`src/rtl/diff_frame_pkg.sv`:
```
// Shared types and constants for the frame-difference memory scheduler.
package diff_frame_pkg;

    typedef enum logic [1:0] {
        ST_IDLE  = 2'd0,
        ST_CMD   = 2'd1,
        ST_BURST = 2'd2
    } sched_state_e;

    typedef logic [1:0] bank_t;

    localparam logic [2:0] GNT_NONE = 3'b000;
    localparam logic [2:0] GNT_WR   = 3'b001;
    localparam logic [2:0] GNT_RD0  = 3'b010;
    localparam logic [2:0] GNT_RD1  = 3'b100;

    // First of wr+1, wr+2, wr+3 that does not collide with a bank being read.
    function automatic bank_t next_free_bank(input bank_t wr_b, input bank_t cur_b,
                                             input bank_t next_b, input logic guard);
        bank_t cand;
        bank_t pick;
        pick = wr_b + 2'd1;
        for (int i = 3; i >= 1; i--) begin
            cand = wr_b + bank_t'(i);
            if (!guard || ((cand != cur_b) && (cand != next_b))) begin
                pick = cand;
            end else begin
                pick = pick;
            end
        end
        return pick;
    endfunction

endpackage

```
`src/rtl/fb_bank_rotator.sv`:
```
// Frame-buffer bank bookkeeping: writer bank, last two complete frames, reader pair.
module fb_bank_rotator
    import diff_frame_pkg::*;
(
    input  logic  clk,
    input  logic  rst_n,
    input  logic  cam_apply,
    input  logic  proc_apply,
    input  logic  frame_full,
    output bank_t wr_bank,
    output bank_t cur_bank,
    output bank_t next_bank,
    output logic  pair_valid,
    output logic  frame_drop
);

    bank_t       wr_bank_r, cur_bank_r, next_bank_r, newest_r, older_r;
    bank_t       wr_bank_s, cur_bank_s, next_bank_s, newest_s, older_s;
    logic [1:0]  done_cnt_r, done_cnt_s;
    logic        pair_valid_r, pair_valid_s, frame_drop_r, frame_drop_s;

    // Camera event first, then processing event sees the updated newest/older.
    always_comb begin
        wr_bank_s    = wr_bank_r;
        cur_bank_s   = cur_bank_r;
        next_bank_s  = next_bank_r;
        newest_s     = newest_r;
        older_s      = older_r;
        done_cnt_s   = done_cnt_r;
        pair_valid_s = pair_valid_r;
        frame_drop_s = 1'b0;
        if (cam_apply) begin
            if (frame_full) begin
                older_s    = newest_r;
                newest_s   = wr_bank_r;
                done_cnt_s = (done_cnt_r == 2'd2) ? 2'd2 : done_cnt_r + 2'd1;
            end else begin
                frame_drop_s = 1'b1;
            end
            wr_bank_s = next_free_bank(wr_bank_r, cur_bank_r, next_bank_r, pair_valid_r);
        end else begin
            frame_drop_s = 1'b0;
        end
        if (proc_apply) begin
            next_bank_s  = newest_s;
            cur_bank_s   = older_s;
            pair_valid_s = (done_cnt_s == 2'd2);
        end else begin
            pair_valid_s = pair_valid_r;
        end
    end

    // Bank state registers.
    always_ff @(posedge clk or negedge rst_n) begin
        if (!rst_n) begin
            wr_bank_r    <= 2'd0;
            cur_bank_r   <= 2'd0;
            next_bank_r  <= 2'd0;
            newest_r     <= 2'd0;
            older_r      <= 2'd0;
            done_cnt_r   <= 2'd0;
            pair_valid_r <= 1'b0;
            frame_drop_r <= 1'b0;
        end else begin
            wr_bank_r    <= wr_bank_s;
            cur_bank_r   <= cur_bank_s;
            next_bank_r  <= next_bank_s;
            newest_r     <= newest_s;
            older_r      <= older_s;
            done_cnt_r   <= done_cnt_s;
            pair_valid_r <= pair_valid_s;
            frame_drop_r <= frame_drop_s;
        end
    end

    assign wr_bank    = wr_bank_r;
    assign cur_bank   = cur_bank_r;
    assign next_bank  = next_bank_r;
    assign pair_valid = pair_valid_r;
    assign frame_drop = frame_drop_r;

endmodule

```
`src/rtl/diff_frame_sched.sv`:
```
// Burst-command scheduler sharing one memory port between the camera writer
// and the current/next-frame readers of the difference path.
module diff_frame_sched
    import diff_frame_pkg::*;
#(
    parameter int                ADDR_W       = 24,
    parameter int                BURST_LEN    = 256,
    parameter int                FRAME_BURSTS = 1200,
    parameter logic [ADDR_W-1:0] BANK_STRIDE  = 24'h080000
) (
    input  logic              clk,
    input  logic              rst_n,
    input  logic              cam_vsync,
    input  logic              proc_vsync,
    input  logic              wr_req,
    input  logic              rd0_req,
    input  logic              rd1_req,
    output logic              mem_cmd_valid,
    input  logic              mem_cmd_ready,
    output logic              mem_cmd_wr,
    output logic [ADDR_W-1:0] mem_cmd_addr,
    input  logic              mem_done,
    output logic [2:0]        grant,
    output bank_t             wr_bank,
    output bank_t             cur_bank,
    output bank_t             next_bank,
    output logic              pair_valid,
    output logic              frame_drop
);

    localparam int             CNT_W    = $clog2(FRAME_BURSTS + 1);
    localparam logic [CNT_W-1:0] CNT_MAX  = CNT_W'(FRAME_BURSTS);
    localparam logic [CNT_W-1:0] CNT_ONE  = CNT_W'(1);
    localparam logic [CNT_W-1:0] CNT_ZERO = {CNT_W{1'b0}};

    function automatic logic [ADDR_W-1:0] burst_addr(input bank_t bank, input logic [CNT_W-1:0] cnt);
        return ADDR_W'(bank) * BANK_STRIDE + ADDR_W'(cnt) * ADDR_W'(BURST_LEN);
    endfunction

    sched_state_e      state_r;
    logic              cam_prev_r, proc_prev_r, cam_pend_r, proc_pend_r, last_rd0_r;
    logic [CNT_W-1:0]  wr_cnt_r, rd0_cnt_r, rd1_cnt_r;
    logic              cmd_valid_r, cmd_wr_r;
    logic [ADDR_W-1:0] cmd_addr_r;
    logic [2:0]        grant_r;

    logic              idle_s, cam_apply_s, proc_apply_s;
    logic              wr_elig_s, rd0_elig_s, rd1_elig_s;
    logic [2:0]        sel_grant_s;
    bank_t             sel_bank_s;
    logic [CNT_W-1:0]  sel_cnt_s;
    logic [ADDR_W-1:0] sel_addr_s;

    assign idle_s       = (state_r == ST_IDLE);
    assign cam_apply_s  = idle_s && cam_pend_r;
    assign proc_apply_s = idle_s && proc_pend_r;
    assign wr_elig_s    = wr_req && (wr_cnt_r < CNT_MAX);
    assign rd0_elig_s   = rd0_req && pair_valid && (rd0_cnt_r < CNT_MAX);
    assign rd1_elig_s   = rd1_req && pair_valid && (rd1_cnt_r < CNT_MAX);
    assign sel_addr_s   = burst_addr(sel_bank_s, sel_cnt_s);

    fb_bank_rotator u_rotator (
        .clk        (clk),
        .rst_n      (rst_n),
        .cam_apply  (cam_apply_s),
        .proc_apply (proc_apply_s),
        .frame_full (wr_cnt_r == CNT_MAX),
        .wr_bank    (wr_bank),
        .cur_bank   (cur_bank),
        .next_bank  (next_bank),
        .pair_valid (pair_valid),
        .frame_drop (frame_drop)
    );

    // Write wins outright; on a read tie the read not served last goes next.
    always_comb begin
        sel_grant_s = GNT_NONE;
        sel_bank_s  = wr_bank;
        sel_cnt_s   = wr_cnt_r;
        if (wr_elig_s) begin
            sel_grant_s = GNT_WR;
        end else if (rd0_elig_s && (!rd1_elig_s || !last_rd0_r)) begin
            sel_grant_s = GNT_RD0;
            sel_bank_s  = cur_bank;
            sel_cnt_s   = rd0_cnt_r;
        end else if (rd1_elig_s) begin
            sel_grant_s = GNT_RD1;
            sel_bank_s  = next_bank;
            sel_cnt_s   = rd1_cnt_r;
        end else begin
            sel_grant_s = GNT_NONE;
        end
    end

    // Vsync capture, command FSM and per-requester burst counters.
    always_ff @(posedge clk or negedge rst_n) begin
        if (!rst_n) begin
            state_r     <= ST_IDLE;
            cam_prev_r  <= 1'b0;
            proc_prev_r <= 1'b0;
            cam_pend_r  <= 1'b0;
            proc_pend_r <= 1'b0;
            last_rd0_r  <= 1'b0;
            wr_cnt_r    <= CNT_ZERO;
            rd0_cnt_r   <= CNT_ZERO;
            rd1_cnt_r   <= CNT_ZERO;
            cmd_valid_r <= 1'b0;
            cmd_wr_r    <= 1'b0;
            cmd_addr_r  <= {ADDR_W{1'b0}};
            grant_r     <= GNT_NONE;
        end else begin
            cam_prev_r  <= cam_vsync;
            proc_prev_r <= proc_vsync;
            cam_pend_r  <= (cam_vsync && !cam_prev_r) || (cam_pend_r && !cam_apply_s);
            proc_pend_r <= (proc_vsync && !proc_prev_r) || (proc_pend_r && !proc_apply_s);
            case (state_r)
                ST_IDLE: begin
                    if (cam_pend_r || proc_pend_r) begin
                        if (cam_apply_s) wr_cnt_r <= CNT_ZERO;
                        if (proc_apply_s) begin
                            rd0_cnt_r <= CNT_ZERO;
                            rd1_cnt_r <= CNT_ZERO;
                        end
                    end else if (sel_grant_s != GNT_NONE) begin
                        state_r     <= ST_CMD;
                        cmd_valid_r <= 1'b1;
                        cmd_wr_r    <= (sel_grant_s == GNT_WR);
                        cmd_addr_r  <= sel_addr_s;
                        grant_r     <= sel_grant_s;
                        if (sel_grant_s == GNT_RD0) last_rd0_r <= 1'b1;
                        else if (sel_grant_s == GNT_RD1) last_rd0_r <= 1'b0;
                    end
                end
                ST_CMD: begin
                    if (mem_cmd_ready) begin
                        cmd_valid_r <= 1'b0;
                        state_r     <= ST_BURST;
                    end
                end
                ST_BURST: begin
                    if (mem_done) begin
                        state_r <= ST_IDLE;
                        grant_r <= GNT_NONE;
                        if (grant_r == GNT_WR) wr_cnt_r <= wr_cnt_r + CNT_ONE;
                        else if (grant_r == GNT_RD0) rd0_cnt_r <= rd0_cnt_r + CNT_ONE;
                        else if (grant_r == GNT_RD1) rd1_cnt_r <= rd1_cnt_r + CNT_ONE;
                    end
                end
                default: begin
                    state_r     <= ST_IDLE;
                    cmd_valid_r <= 1'b0;
                    grant_r     <= GNT_NONE;
                end
            endcase
        end
    end

    assign mem_cmd_valid = cmd_valid_r;
    assign mem_cmd_wr    = cmd_wr_r;
    assign mem_cmd_addr  = cmd_addr_r;
    assign grant         = grant_r;

endmodule

```
`config.mk`:
```
export PLATFORM = sky130hd
export DESIGN_NAME = diff_frame_sched
export DESIGN_NICKNAME = d
export VERILOG_FILES = /design/src/rtl/diff_frame_pkg.sv /design/src/rtl/fb_bank_rotator.sv /design/src/rtl/diff_frame_sched.sv
export SDC_FILE = /design/constraint.sdc
export NUM_CORES = 1
export LEC_CHECK = 0
export CAP_MARGIN = 0
export CELL_PAD_IN_SITES_DETAIL_PLACEMENT = 1
export CELL_PAD_IN_SITES_GLOBAL_PLACEMENT = 1
export CORE_MARGIN = 3
export CORE_UTILIZATION = 44
export DETAILED_ROUTE_END_ITERATION = 10
export GPL_ROUTABILITY_DRIVEN = 1
export GPL_TIMING_DRIVEN = 0
export HOLD_SLACK_MARGIN = 0.15
export PLACE_DENSITY_LB_ADDON = 0.15
export SLEW_MARGIN = 0
export SYNTH_ARGS = -nofsm -noshare
export SYNTH_HDL_FRONTEND = slang
export SYNTH_HIERARCHICAL = 1
export SYNTH_SLANG_ARGS = --single-unit
```
`constraint.sdc`:
```
create_clock -name clk -period 3.25 [get_ports clk]
set_clock_uncertainty 0.1 [all_clocks]
set_input_delay 0.65 -clock clk [delete_from_list [all_inputs] [get_ports clk]]
set_output_delay 0.65 -clock clk [all_outputs]
set_load 0.02 [all_outputs]
```
==> flow_summary.json <==
{
  "highest_layer": "met4",
  "rows": 33,
  "io_pins": 46,
  "synth-seq-cells": 72,
  "hold_class": "reg2reg",
  "grt_pass1_wl_um": 17300,
  "root_buffer": "clkbuf_8",
  "slew_headroom_pct": 43.0,
  "die-area_um2": 9880,
  "area.sequential_um2": 1800,
  "status": "completed",
  "cts-htree-levels": 3,
  "hold_viol": 0,
  "wl_met1_um": 4650,
  "track_usage_pct": 22.3,
  "clk_pin_slew_ps": 70,
  "fin_ws_ps": 392,
  "netlist_area_um2": 3840,
  "wl_met3_um": 401,
  "p_leak_nw": 1.97,
  "wl_um": 10200,
  "cts.sinks": 72,
  "grt_pass1_vias": 3276,
  "synth-seq-area-share_pct": 47.0,
  "cp_max_fo": 13,
  "area_growth_pct": 19.2,
  "worstSetupPathType": "reg2reg",
  "crit_path_start_kind": "register",
  "dr.pass1.iters": 4,
  "nets": 447,
  "path_cells": "buf_2 > clkbuf_1 > nor3b_4 > nand2_1 > mux2_2 > or3b_2 > o21ai_0",
  "drc": 0,
  "die_h_um": 99.4,
  "setup_viol": 0,
  "synth_area_per_cell_um2": 10.2,
  "start_util_pct": 46.0,
  "dp_hpwl_um": 7530,
  "numCtsBuffers": 9,
  "finalCritPeriodShare_pct": 87.9,
  "grt-ovfl-total": 0,
  "fillers": 952,
  "multi_input_area_um2": 1850,
  "synthCells": 376,
  "final_area_um2": 4570,
  "cp-end-kind": "register",
  "synth_top_flop_cell": "dfrtp_1",
  "slew_viol_final": 0,
  "layout-drive-gt1-share_pct": 15.3,
  "place.gp.congestion": 0.841,
  "pre_cts_slack_ps": 158,
  "max_freq_mhz": 350,
  "wl_per_cell_um": 18.7,
  "io_buffers": 34,
  "critical_path_required_ps": 3410,
  "vias": 3117,
  "grt_start_max_net_pins": 48,
  "diodes": 0,
  "antenna_found_initial": 0,
  "drtIter0Drc": 115,
  "rsz0062_at_grt": "no",
  "cts_tree": "yes",
  "core_um2": 8340,
  "ys_async_sr_fraction_pct": 100,
  "wl_met2_um": 4950,
  "vdd_ir_drop_max_mv": 0.467,
  "die_w_um": 99.4,
  "worst_path_max_delay_cell": "nor3b_4",
  "critPathMaxStageDelay_ps": 600,
  "synth_cell_type_count": 56,
  "postCtsSetupBuffers": 0,
  "power.density_nw_per_um2": 586,
  "worstMarginPinSlew_ps": 855,
  "cap_violations": 0,
  "antenna_left": 0,
  "clock_latency_ps": 350,
  "crit_arrival_ps": 3010,
  "dpl_cell_area_um2": 4370,
  "yosysWarnings": 6,
  "synth-edff-count": 0,
  "fin_crit_ps": 2860,
  "clock_path_buffers": 2,
  "via_per_inst": 5.75
}
==> power breakdown <==
| group | leakage, nW | internal (mW) | total [mW] | switching [mW] |
|---|---|---|---|---|
| sequential | 0.976 | 0.983 | 1.07 | 0.0859 |
| combinational | 0.897 | 0.349 | 0.917 | 0.568 |
| clock | 0.0989 | 0.368 | 0.696 | 0.328 |
| total | 1.97 | 1.70 | 2.68 | 0.982 |
==> per-stage QoR <==
step	instances	setup TNS (ps)	util, %	power [mW]	hold slack (ps)
final	542	0	54.8	2.68	334
after global routing	542	0	54.8	2.85	353
after CTS	542	0	54.8	2.69	349
after detailed placement	526	0	52.4	1.99	335
after global placement	525	-77370	52.1	1.96	312
after floorplan	386	0	-	1.67	254
==> logic make-up (layout without fill, tap and decap cells) <==
| family | after synthesis | after routing | share of synthesized area [%] |
|---|---|---|---|
| muxes | 14 | 14 | 4.01 |
| DFF | 72 | 72 | 47.0 |
| other | 1 | 11 | 0.0978 |
| and+or+nand+nor | 130 | 130 | 18.7 |
| adders and majority gates | 5 | 5 | 1.63 |
| buffers and inverters | 41 | 92 | 5.97 |
| xor gates and xnor gates | 32 | 32 | 7.50 |
| AOI/OAI and AO/OA | 81 | 81 | 15.1 |
==> registers in the layout, indices dropped and copies added (netlist names) <==
signal                count
mem_cmd_addr             13
rd0_cnt_r                11
rd1_cnt_r                11
wr_cnt_r                 11
grant                     3
state_r                   2
u_rotator/cur_bank        2
u_rotator/done_cnt_r      2
u_rotator/newest_r        2
u_rotator/next_bank       2
u_rotator/older_r         2
u_rotator/wr_bank         2
cam_pend_r                1
cam_prev_r                1
last_rd0_r                1
mem_cmd_valid             1
mem_cmd_wr                1
proc_pend_r               1
proc_prev_r               1
u_rotator/frame_drop      1
u_rotator/pair_valid      1
==> layout by cell type (no fill, tap or decap), types with 6 or more instances in the layout <==
cell type,n
dfrtp_1,72
nor2_1,34
clkdlybuf4s50_1,33
nand2_1,26
xor2_1,18
a22oi_1,18
o21ai_0,17
buf_4,15
inv_1,14
nand3_1,13
o21ai_1,13
xnor2_1,13
mux2_2,11
conb_1,11
clkbuf_8,10
a32oi_1,7
nand4_1,7
buf_2,6
clkbuf_1,6
and3_1,6
a21oi_1,6
==> routing by layer <==
metal  GRT usage, %  vias to the layer above
li1               -                     1444
met1           30.2                     1586
met2           36.1                       73
met3           4.07                       14
met4           7.77                        0
met5              0                        -
==> final cells by class <==
class,instances,share of cell area (%)
Clock inverter,4,0.985
Timing Repair Buffer,36,8.21
Sequential cell,72,39.4
Multi-Input combinational cell,273,40.4
Inverter,14,1.15
Clock buffer,11,3.09
Tap cell,105,2.87
Buffer,27,3.86
==> worst paths after layout <==
kind,cells after the start,startpoint,end,slack [ps]
max,7,state_r[0],u_rotator/pair_valid,390
min reg2reg,1,cam_prev_r,cam_pend_r,330
min in group asynchronous,2,rst_n,proc_pend_r,660
max reg2reg,7,state_r[0],u_rotator/pair_valid,390
max in group asynchronous,3,rst_n,rd0_cnt_r[6],1830
min,1,cam_prev_r,cam_pend_r,330
==> cells in the mapped netlist, types with 7 or more instances <==
library cell / n / area share (%)
mux2_2: 11 / 3.2
a32oi_1: 7 / 1.6
inv_1: 14 / 1.4
o21ai_1: 13 / 1.7
xor2_1: 18 / 4.1
nand2_1: 26 / 2.5
buf_4: 14 / 2.7
nor2_1: 34 / 3.3
dfrtp_1: 72 / 47
nand4_1: 7 / 1.1
a22oi_1: 18 / 3.5
nand3_1: 13 / 1.7
xnor2_1: 13 / 3.0
o21ai_0: 17 / 2.2
==> worst max-delay path, delay by kind of cell (launching register included) <==
family | cells | cell delay (ps)
simple gates | 3 | 1390
mux | 1 | 380
buf+inv | 2 | 440
compound gates | 1 | 80
flops | 1 | 370
==> what timing repair did <==
action                                  CTS  global route
gates resized for setup                   0             1
endpoints found under the setup margin    0             1
hold buffers                              1             0
hold endpoints to repair                 25             0
Note: power is estimated with default switching activity, not from simulation.
